[src/rtl/bk_0011m.sv]
// rtl/bk_0011m.sv - BK-0011M parallel user port (177714 / XT5) cycle sequencer with AY-3-8910 command decoders
module bk_0011m #(
    parameter int STB_CYCLES  = 4,
    parameter int HOLD_CYCLES = 1
) (
    input  logic        clk,
    input  logic        rst_n,
    input  logic        cmd_valid,
    input  logic [1:0]  cmd_type,
    input  logic [15:0] cmd_data,
    input  logic        cmd_last,
    output logic        cmd_ready,
    input  logic [15:0] xt5_in_pin,
    output logic [15:0] xt5_out_pin,
    output logic [15:0] rd_data,
    output logic        rd_valid,
    output logic        nsel2,
    output logic        dout,
    output logic        nwrtbt,
    output logic        strobe,
    output logic        done,
    output logic        ay_orig_inact,
    output logic        ay_orig_laddr,
    output logic        ay_orig_wrpsg,
    output logic        ay_orig_rdpsg,
    output logic        ay_stas1_inact,
    output logic        ay_stas1_laddr,
    output logic        ay_stas1_wrpsg,
    output logic        ay_stas1_rdpsg
);

    typedef enum logic [1:0] {IDLE, SETUP, STB, HOLD} state_t;

    localparam logic [1:0]  T_WORD  = 2'b00;
    localparam logic [1:0]  T_BYTE  = 2'b01;
    localparam logic [1:0]  T_READ  = 2'b10;
    localparam logic [1:0]  T_RSVD  = 2'b11;
    localparam logic [15:0] STB_LAST  = 16'(STB_CYCLES - 1);
    localparam logic [15:0] HOLD_LAST = 16'(HOLD_CYCLES - 1);

    state_t      state, state_next;
    logic [15:0] cnt, cnt_next;
    logic [1:0]  type_q;
    logic        last_q;
    logic        accept;

    assign cmd_ready = (state == IDLE);
    assign accept    = cmd_valid & cmd_ready;

    always_comb begin
        state_next = state;
        cnt_next   = cnt;
        case (state)
            IDLE: begin
                cnt_next = 16'd0;
                if (accept && cmd_type != T_RSVD)
                    state_next = SETUP;
            end
            SETUP: begin
                cnt_next   = 16'd0;
                state_next = STB;
            end
            STB: begin
                if (cnt == STB_LAST) begin
                    cnt_next   = 16'd0;
                    state_next = HOLD;
                end else begin
                    cnt_next = cnt + 16'd1;
                end
            end
            HOLD: begin
                if (cnt == HOLD_LAST) begin
                    cnt_next   = 16'd0;
                    state_next = IDLE;
                end else begin
                    cnt_next = cnt + 16'd1;
                end
            end
            default: begin
                cnt_next   = 16'd0;
                state_next = IDLE;
            end
        endcase
    end

    // Bus pins are registered from the next state so they line up with the state they describe.
    always_ff @(posedge clk or negedge rst_n) begin
        if (!rst_n) begin
            state       <= IDLE;
            cnt         <= 16'd0;
            type_q      <= T_WORD;
            last_q      <= 1'b0;
            nsel2       <= 1'b1;
            dout        <= 1'b0;
            nwrtbt      <= 1'b1;
            strobe      <= 1'b0;
            xt5_out_pin <= 16'd0;
            rd_data     <= 16'd0;
            rd_valid    <= 1'b0;
            done        <= 1'b0;
        end else begin
            state    <= state_next;
            cnt      <= cnt_next;
            nsel2    <= (state_next == IDLE);
            strobe   <= (state_next == STB);
            rd_valid <= 1'b0;

            if (accept) begin
                type_q <= cmd_type;
                last_q <= cmd_last;
                if (cmd_type == T_WORD)
                    xt5_out_pin <= cmd_data;
                if (cmd_type == T_BYTE)
                    xt5_out_pin[7:0] <= cmd_data[7:0];
                if (cmd_type != T_RSVD) begin
                    dout   <= ~cmd_type[1];
                    nwrtbt <= (cmd_type != T_BYTE);
                end else if (cmd_last) begin
                    done <= 1'b1;
                end
            end

            // Pins are active-low, so the sampled value is inverted into rd_data.
            if (state == STB && state_next == HOLD && type_q == T_READ) begin
                rd_data  <= ~xt5_in_pin;
                rd_valid <= 1'b1;
            end

            if (state == HOLD && state_next == IDLE) begin
                dout   <= 1'b0;
                nwrtbt <= 1'b1;
                if (last_q)
                    done <= 1'b1;
            end
        end
    end

    assign ay_orig_laddr  = strobe & dout & ~nwrtbt;
    assign ay_orig_wrpsg  = strobe & dout & nwrtbt;
    assign ay_orig_rdpsg  = strobe & ~dout;
    assign ay_orig_inact  = ~(ay_orig_laddr | ay_orig_wrpsg | ay_orig_rdpsg);

    assign ay_stas1_laddr = strobe & dout & nwrtbt;
    assign ay_stas1_wrpsg = strobe & dout & ~nwrtbt;
    assign ay_stas1_rdpsg = strobe & ~dout & ~nsel2;
    assign ay_stas1_inact = ~(ay_stas1_laddr | ay_stas1_wrpsg | ay_stas1_rdpsg);

endmodule

[config.mk]
export PLATFORM = sky130hd
export DESIGN_NAME = bk_0011m
export DESIGN_NICKNAME = d
export VERILOG_FILES = /design/src/rtl/bk_0011m.sv
export SDC_FILE = /design/constraint.sdc
export NUM_CORES = 1
export LEC_CHECK = 0
export BUFFER_PORTS_ARGS = -buffer_cell sky130_fd_sc_hd__buf_2
export CAP_MARGIN = 20
export CORE_ASPECT_RATIO = 0.8
export CORE_MARGIN = 5
export CORE_UTILIZATION = 54
export CTS_CLUSTER_DIAMETER = 80
export DETAILED_ROUTE_END_ITERATION = 16
export PLACE_DENSITY = 0.84
export SYNTH_ARGS = -nofsm -noshare
export SYNTH_HDL_FRONTEND = slang
export SYNTH_SLANG_ARGS = --single-unit
[constraint.sdc]
create_clock -name clk -period 2.9 [get_ports clk]
set_clock_uncertainty 0.15 [all_clocks]
set_input_delay 0.29 -clock clk [delete_from_list [all_inputs] [get_ports clk]]
set_output_delay 0.29 -clock clk [all_outputs]
set_load 0.005 [all_outputs]
==> run summary, run 1 <==
SYNTH
--------------------------------------------------------------------------------------------------
Synthesized netlist cell count                                                                 226
Number of synthesized register bits                                                             59
Synth Net Count                                                                                266
Largest area contributor in the synthesized netlist                                        dfrtp_1
Leading cell types by count after synthesis                                           dfrtp_1 (57), o21ai_0 (26), nor2_1 (25), mux2_2 (19)
Leading post-synthesis cells by cell area                                             dfrtp_1 (55%), mux2_2 (8.2%), o21ai_0 (5.0%)
Mean cell area of the mapped netlist                                                     11.49 um2
Top cell type's share of synthesized area                                                   54.94%
Most repeated cell in the gate-level netlist after synthesis                               dfrtp_1
YS warnings                                                                                      0
Total standard cell area after synthesis                                                  2596 um2
Sequential cell area fraction in the yosys report                                           56.96%
EDFF count, synth                                                                                0
Leading register cell type out of synthesis                                                dfrtp_1
Unique cell type count in the Yosys netlist                                                     35
Fraction of registers with async set/reset                                                  100.0%

TIMING
--------------------------------------------------------------------------------------------------
Minimum clock period after layout                                                         2.328 ns
Total Neg Setup Slack                                                                         0 ns
Fin Hold WS                                                                             0.01478 ns
Max-slew violation total from the final report                                                   0
Tcrit/Tclk final                                                                            80.29%
Setup violators final                                                                            0
Final hold violation count                                                                       0
Fmax                                                                                     429.5 MHz
Worst-margin pin slew                                                                    0.7448 ns
Headroom to the max-slew limit                                                              50.34%
Setup repair after global routing missed its margin                                          false

DETAILED ROUTING
--------------------------------------------------------------------------------------------------
Iteration-0 DRC count of the detailed router                                                   100
Final routed wirelength across all metal layers                                            5709 um
Number of vias after detailed routing                                                        2,053
Remaining number of nets flagged by the antenna check after routing                              0
Routed length on met2                                                                      2708 um
Vias per cell                                                                                5.171
Highest routing layer actually used                                                           met4
Metal-1 WL                                                                                 2429 um
Met3 wire length                                                                            517 um
Wirelength per Cell                                                                       14.38 um
Detailed-route DRC error count                                                                   0
Total iterations of the first detailed-routing run                                               4

OUTCOME
--------------------------------------------------------------------------------------------------
Status                                                                                finished clean

PWR
--------------------------------------------------------------------------------------------------
Ratio of total power to cell area                                                     905.3 nW/um2
Clock power frac                                                                             24.8%
Proportion of power drawn by flip-flops and latches                                          42.6%
Static power due to leakage                                                               1.574 nW
Internal power                                                                          0.002103 W
Combinational cell fraction of total power                                                   32.6%
Peak VDD IR                                                                              0.4630 mV
Net switching share of the total power                                                      31.90%
Pwr Total                                                                               0.003088 W
Net Switching                                                                          0.0009850 W

FINISH
--------------------------------------------------------------------------------------------------
Final nets                                                                                     372
Layout cell share with drive strength beyond 1                                              39.47%
Diode insertion count for antenna repair                                                         0
Area grow syn2layout                                                                        31.37%
Non-filler cells in the finished layout                                                        397

CLOCK TREE
--------------------------------------------------------------------------------------------------
TritonCTS clock tree                                                                          done
Root buf cell                                                                             clkbuf_8
Number of clock sinks seen by CTS                                                               59
Clock insertion delay at the later pin of the skew report                                  0.33 ns
Hold Buf Count CTS                                                                              15
Number of H-tree levels                                                                          3
Postcts setup bufs                                                                               0
Clock buffer count from CTS                                                                      9
Clock buffer depth                                                                               2
Clock transition time at the flip-flop clock pins of the worst setup and hold paths        0.06 ns
Number of gates resized after CTS                                                                0

SETUP PATH
--------------------------------------------------------------------------------------------------
Endpoint type of the worst setup path                                                     register
Register-to-register setup slack                                                           0.57 ns
Cell Chain, Critical Path                                                             ha_1, nor3b_1, nand4_1, buf_4, a22oi_2, nor2_1
Critical Path Start                                                                         cnt[0]
Delay of the slowest cell on the worst path                                                0.62 ns
Destination of the critical timing path                                                     cnt[6]
Start-to-end type of the worst setup path                                             register to register
R2r startpoint                                                                              cnt[0]
Worst reg2reg path endpoint                                                                 cnt[6]
Depth of the worst register-to-register path                                                     6
Critical-path maximum fanout                                                                    20
Data required time at the worst endpoint                                                   2.93 ns
Startpoint class of the critical path                                                     register
Cell with the biggest individual delay on the critical path                                a22oi_2
Data arrival at the endpoint of the critical path                                          2.36 ns

DIE
--------------------------------------------------------------------------------------------------
Number of placed I/O pins                                                                       85
Full die area                                                                             6303 um2
Number of core rows                                                                             22
Die X-Extent                                                                              87.52 um
Effective utilization at floorplan                                                          56.14%
Chip height                                                                               72.02 um
Floorplan core area                                                                       4624 um2

FLOW RUN
--------------------------------------------------------------------------------------------------
Max-cap violation count                                                                          0

GRT
--------------------------------------------------------------------------------------------------
Via count of the first global-routing pass                                                   2,058
Total gr overflow                                                                                0
First-pass GRT wire length                                                                 9418 um
Antenna violations before repair                                                                 0
Pin count of the biggest net entering global routing                                            35
GRT Total Usage                                                                             19.43%

PLACED DESIGN
--------------------------------------------------------------------------------------------------
Post-Place Cells                                                                               366
Placed wire-length estimate after detailed placement                                       3934 um
Global placement routability congestion                                                     0.7953
Number of input and output port buffers inserted                                                84

HOLD PATH
--------------------------------------------------------------------------------------------------
Class of the most critical hold timing path                                           input port to register

-- cell usage in the layout (no fill, tap or decap), types with 2 or more instances in the layout --
cell type / count
buf_2: 84
dfrtp_1: 57
o21ai_0: 26
nor2_1: 25
mux2_2: 19
dlygate4sd3_1: 15
clkbuf_8: 12
nand2_1: 11
xnor2_1: 11
o21ai_1: 10
inv_1: 9
nand3_1: 8
nand4_1: 7
nor3_1: 5
xor2_1: 3
nor4_1: 3
clkbuf_1: 3
buf_4: 3
nor4_4: 2
nor3b_1: 2
nor2_2: 2
a211o_1: 2
ha_1: 2
dfstp_2: 2
-- state kept, by name (all words and copies together), names as in the netlist --
| name | flops |
|---|---|
| strobe | 1 |
| cnt | 16 |
| rd_data | 16 |
| state | 2 |
| last_q | 1 |
| nsel2 | 1 |
| nwrtbt | 1 |
| type_q | 2 |
| done | 1 |
| dout | 1 |
| rd_valid | 1 |
| xt5_out_pin | 16 |
-- layout make-up --
cell class                 count  area (um2)
clock inverter                 1       30.03
sequential                    59        1479
multi-input combinational    151        1023
fill                         343        1214
timing repair buffer         102       593.1
clock buffer                  15       176.4
inverter                       9       33.78
tap                           60       75.07
-- cell families (layout without fill, tap and decap cells) --
logic type      count (synthesis)  in the layout  share of synthesized area (%)
fa+ha+maj                       2              2                         0.9637
buf+inv                        16            127                          3.614
simple gates                   75             75                          16.82
mux                            19             19                          8.241
xor+xnor                       14             14                          4.723
compound gates                 41             41                          8.675
flops                          59             59                          56.96
-- power by group through the flow --
stage | clock network, W | logic [W] | registers [W]
floorplan | 0 | 0.000556 | 0.00133
global placement | 0 | 0.000967 | 0.00131
detailed placement | 0 | 0.000999 | 0.00133
CTS | 0.000785 | 0.00102 | 0.00132
global route | 0.000824 | 0.00111 | 0.00136
finish | 0.000766 | 0.00101 | 0.00132
-- routing by layer --
metal,up-vias,global-route usage [%]
met5,-,0
met3,8,5.675
met2,86,31.19
li1,1002,-
met4,0,7.666
met1,957,24.87
-- worst min-delay path by stage --
stage	end	from	slack, ns	cells after the start
2_1_floorplan	cnt[0]	rst_n	-0.16	0
3_3_place_gp	cnt[9]	rst_n	0.16	2
3_5_place_dp	cnt[11]	rst_n	0.17	2
4_1_cts	rd_data[4]	xt5_in_pin[4]	0.0004	2
5_1_grt	rd_data[4]	xt5_in_pin[4]	0.009	2
6_report	rd_data[4]	xt5_in_pin[4]	0.01	2
-- critical path, delay by kind of cell, from the launching register on --
| family | cells | cell delay, ns |
|---|---|---|
| fa+ha+maj | 1 | 0.28 |
| flops | 1 | 0.44 |
| buf+inv | 1 | 0.23 |
| simple gates | 3 | 0.47 |
| compound gates | 1 | 0.62 |
-- per-stage QoR --
| stage | area [um2] | worst slack [ns] | util, % |
|---|---|---|---|
| 2_1_floorplan | 2596 | 1.140 | - |
| 3_3_place_gp | 3054 | 0.7487 | 66.04 |
| 3_5_place_dp | 3054 | 0.5869 | 66.04 |
| 4_1_cts | 3411 | 0.5869 | 73.76 |
| 5_1_grt | 3411 | 0.4425 | 73.76 |
| 6_report | 3411 | 0.5717 | 73.76 |
(Power assumes the default switching activity.)
==> inputs of run 2 (changes only) <==
Settings changed: ABC_AREA set to 1, CORE_UTILIZATION 54 to 46, PLACE_DENSITY 0.84 to 0.75.
Clock period 2.9 ns to 2 ns, I/O delays scaled along.
==> run 2 against run 1 <==
Effect of this change:
- wire length is 18% higher
- final area grew 14%
- sequential cell count stayed put
- non-clock buffer count rose by 24
- utilization fell by 8.4 points
- total power increased by 49%
- critical path type unchanged
- critical endpoint is now cnt[7]
==> run summary, run 2 <==
OUTCOME
--------------------------------------------------------------------------------------------------
Status                                                                                finished clean

GRT
--------------------------------------------------------------------------------------------------
GRT Total Usage                                                                             18.25%
Via count of the first global-routing pass                                                   2,470
Total gr overflow                                                                                0
Pin count of the biggest net entering global routing                                            29
Antenna violations before repair                                                                 0
First-pass GRT wire length                                                               11,430 um

DIE
--------------------------------------------------------------------------------------------------
Effective utilization at floorplan                                                          47.85%
Chip height                                                                               80.52 um
Floorplan core area                                                                       5974 um2
Number of core rows                                                                             25
Die X-Extent                                                                              98.14 um
Number of placed I/O pins                                                                       85
Full die area                                                                             7902 um2

SETUP PATH
--------------------------------------------------------------------------------------------------
CP top delay family                                                                   simple AND/OR/NAND/NOR gates
Data arrival at the endpoint of the critical path                                          1.88 ns
Startpoint class of the critical path                                                     register
Endpoint type of the worst setup path                                                     register
Data required time at the worst endpoint                                                   2.05 ns
Start-to-end type of the worst setup path                                             register to register
Cell Chain, Critical Path                                                             ha_1, nand2_1, nor2_2, nand2_1, nand2_1, nand2_1, inv_1, nor3_1
Critical path buffers and inverters                                                              1
Most common cell on crit path                                                              nand2_1
Depth of the worst register-to-register path                                                     8
Crit path depth                                                                                  8
Delay of the slowest cell on the worst path                                                0.39 ns
Cell with the biggest individual delay on the critical path                                dfrtp_1
Critical-path maximum fanout                                                                     9

SYNTH
--------------------------------------------------------------------------------------------------
Synthesized netlist cell count                                                                 349
Sequential cell area fraction in the yosys report                                           51.73%
Fraction of registers with async set/reset                                                  100.0%
Mean cell area of the mapped netlist                                                     8.192 um2
Most repeated cell in the gate-level netlist after synthesis                               nand2_1
Top cell type's share of synthesized area                                                   49.89%
Synth Net Count                                                                                389
Leading register cell type out of synthesis                                                dfrtp_1
YS warnings                                                                                      0
Leading post-synthesis cells by cell area                                             dfrtp_1 (50%), nand2_1 (13%), inv_1 (8.7%)
Unique cell type count in the Yosys netlist                                                     32
EDFF count, synth                                                                                0
Number of synthesized register bits                                                             59
Largest area contributor in the synthesized netlist                                        dfrtp_1
Leading cell types by count after synthesis                                           nand2_1 (97), inv_1 (66), dfrtp_1 (57), nor2_1 (37), o21bai_1 (16)
Total standard cell area after synthesis                                                  2859 um2

TIMING
--------------------------------------------------------------------------------------------------
Tcrit/Tclk final                                                                            91.56%
Fin Hold WS                                                                             0.05762 ns
Worst-margin pin slew                                                                    0.5321 ns
Setup repair after global routing missed its margin                                          false
Fmax                                                                                     546.1 MHz
Total Neg Setup Slack                                                                         0 ns
Headroom to the max-slew limit                                                              64.53%
Minimum clock period after layout                                                         1.831 ns
Setup violators final                                                                            0
Max-slew violation total from the final report                                                   0
Final hold violation count                                                                       0

FLOW RUN
--------------------------------------------------------------------------------------------------
Max-cap violation count                                                                          0

CLOCK TREE
--------------------------------------------------------------------------------------------------
Number of H-tree levels                                                                          3
Clock transition time at the flip-flop clock pins of the worst setup and hold paths        0.06 ns
Clock buffer count from CTS                                                                      9
Number of clock sinks seen by CTS                                                               59
Root buf cell                                                                             clkbuf_8
Clock buffer depth                                                                               2
TritonCTS clock tree                                                                          done
Clock insertion delay at the later pin of the skew report                                  0.33 ns

PWR
--------------------------------------------------------------------------------------------------
Clock power frac                                                                             20.6%
Proportion of power drawn by flip-flops and latches                                          41.3%
Net switching share of the total power                                                      36.12%
Peak VDD IR                                                                              0.5974 mV
Ratio of total power to cell area                                                      1182 nW/um2
Static power due to leakage                                                               2.095 nW
Combinational cell fraction of total power                                                   38.1%
Internal power                                                                          0.002947 W
Net Switching                                                                           0.001666 W

DETAILED ROUTING
--------------------------------------------------------------------------------------------------
Detailed-route DRC error count                                                                   0
Final routed wirelength across all metal layers                                            6758 um
Vias per cell                                                                                4.504
Wirelength per Cell                                                                       11.98 um
Number of vias after detailed routing                                                        2,540
Remaining number of nets flagged by the antenna check after routing                              0
Iteration-0 DRC count of the detailed router                                                   116
Total iterations of the first detailed-routing run                                               4

FINISH
--------------------------------------------------------------------------------------------------
Regs by FF count                                                                      cnt: 16 flops, rd_data: 16 flops, xt5_out_pin: 16 flops
Footprint of the multi-input gates                                                        1049 um2
Register area                                                                             1479 um2
Filler instances                                                                               501
Most common cell after layout, fill and taps aside                                         nand2_1
Final core utilization                                                                      65.34%
Non-filler cells in the finished layout                                                        564
Commonest cells after routing, fill and taps aside                                    nand2_1 (97), buf_2 (84), inv_1 (66)
Diode insertion count for antenna repair                                                         0
Area grow syn2layout                                                                        36.54%
Layout cell share with drive strength beyond 1                                              26.92%
Final nets                                                                                     518

PLACED DESIGN
--------------------------------------------------------------------------------------------------
Placed wire-length estimate after detailed placement                                       4602 um
Post-Place Cells                                                                               514
Number of input and output port buffers inserted                                                84
Global placement routability congestion                                                     0.8538

HOLD PATH
--------------------------------------------------------------------------------------------------
Instance count along the most critical hold path                                                 3
Class of the most critical hold timing path                                           input port to register

-- run 2: cell types whose count changed after synthesis, sizes merged, moves of 4 or more --
cell,change
mux2,-19
nor2,+14
a21oi,+10
inv,+60
nor4,-6
nand2,+91
nand3,+4
nand4,-5
xnor2,-10
o21bai,+16
o21ai,-23
-- run 2: worst register-to-register path, stage by stage (launching register included) --
cell,delay [ns]
dfrtp_1,0.39
ha_1,0.22
nand2_1,0.09
nor2_2,0.20
nand2_1,0.10
nand2_1,0.07
nand2_1,0.18
inv_1,0.25
nor3_1,0.07
-- run 2: stage by stage --
step | setup WS, ns | total power, W | cell area [um2]
floorplan | 0.3811 | 0.002888 | 2859
global placement | 0.1992 | 0.003578 | 3388
detailed placement | 0.1535 | 0.003635 | 3388
CTS | 0.1397 | 0.004662 | 3904
global route | 0.01280 | 0.005012 | 3904
finish | 0.1689 | 0.004612 | 3904
-- run 2: kinds of logic (layout without fill, tap and decap cells) --
family	count (synthesis)	after routing	synth area share [%]
and+or+nand+nor	163	163	24.25
buffers and inverters	78	212	11.60
DFF	59	59	51.73
AOI/OAI and AO/OA	42	42	10.02
xor gates and xnor gates	5	5	1.532
adders and majority gates	2	2	0.8751
-- run 2: area by class of cell --
cell class	count	share of cell area [%]
flip-flops and latches	59	37.88
clock buffers	14	4.167
inverters	70	6.827
clock inverters	2	0.3205
well taps	81	2.596
multi-input cells	212	26.86
repair buffers	126	21.35
-- run 2: final timing paths --
| path | startpoint | end | slack (ns) |
|---|---|---|---|
| max | cnt[0] | cnt[7] | 0.17 |
| min | cmd_type[1] | type_q[1] | 0.06 |
| max reg2reg | cnt[0] | cnt[7] | 0.17 |
| min reg2reg | xt5_out_pin[3] | xt5_out_pin[3] | 0.31 |
| max in group asynchronous | rst_n | nsel2 | 0.84 |
| min in group asynchronous | rst_n | rd_data[11] | 0.23 |
-- run 2: repair_timing --
item / CTS / global route
buffers inserted: 0 / 0
endpoints found under the setup margin: 0 / 5
hold buffers: 34 / 0
endpoints found under the hold margin: 53 / 0
gates resized for setup: 0 / 1
-- run 2: power by group through the flow --
stage | sequential (W) | combinational (W) | clock (W)
2_1_floorplan | 0.00193 | 0.000955 | 0
3_3_place_gp | 0.00191 | 0.00167 | 0
3_5_place_dp | 0.00191 | 0.00173 | 0
4_1_cts | 0.00190 | 0.00178 | 0.000980
5_1_grt | 0.00196 | 0.00202 | 0.00104
6_report | 0.00190 | 0.00176 | 0.000950
-- run 2: routing by layer --
layer	track usage (%)	routed length, um	share of wire [%]	up-vias
li1	-	-	-	1310
met1	22.38	2982	44	1130
met2	30.30	3159	47	89
met3	4.861	474	7.0	11
met4	8.458	141	2.1	0
met5	0	0	0	-
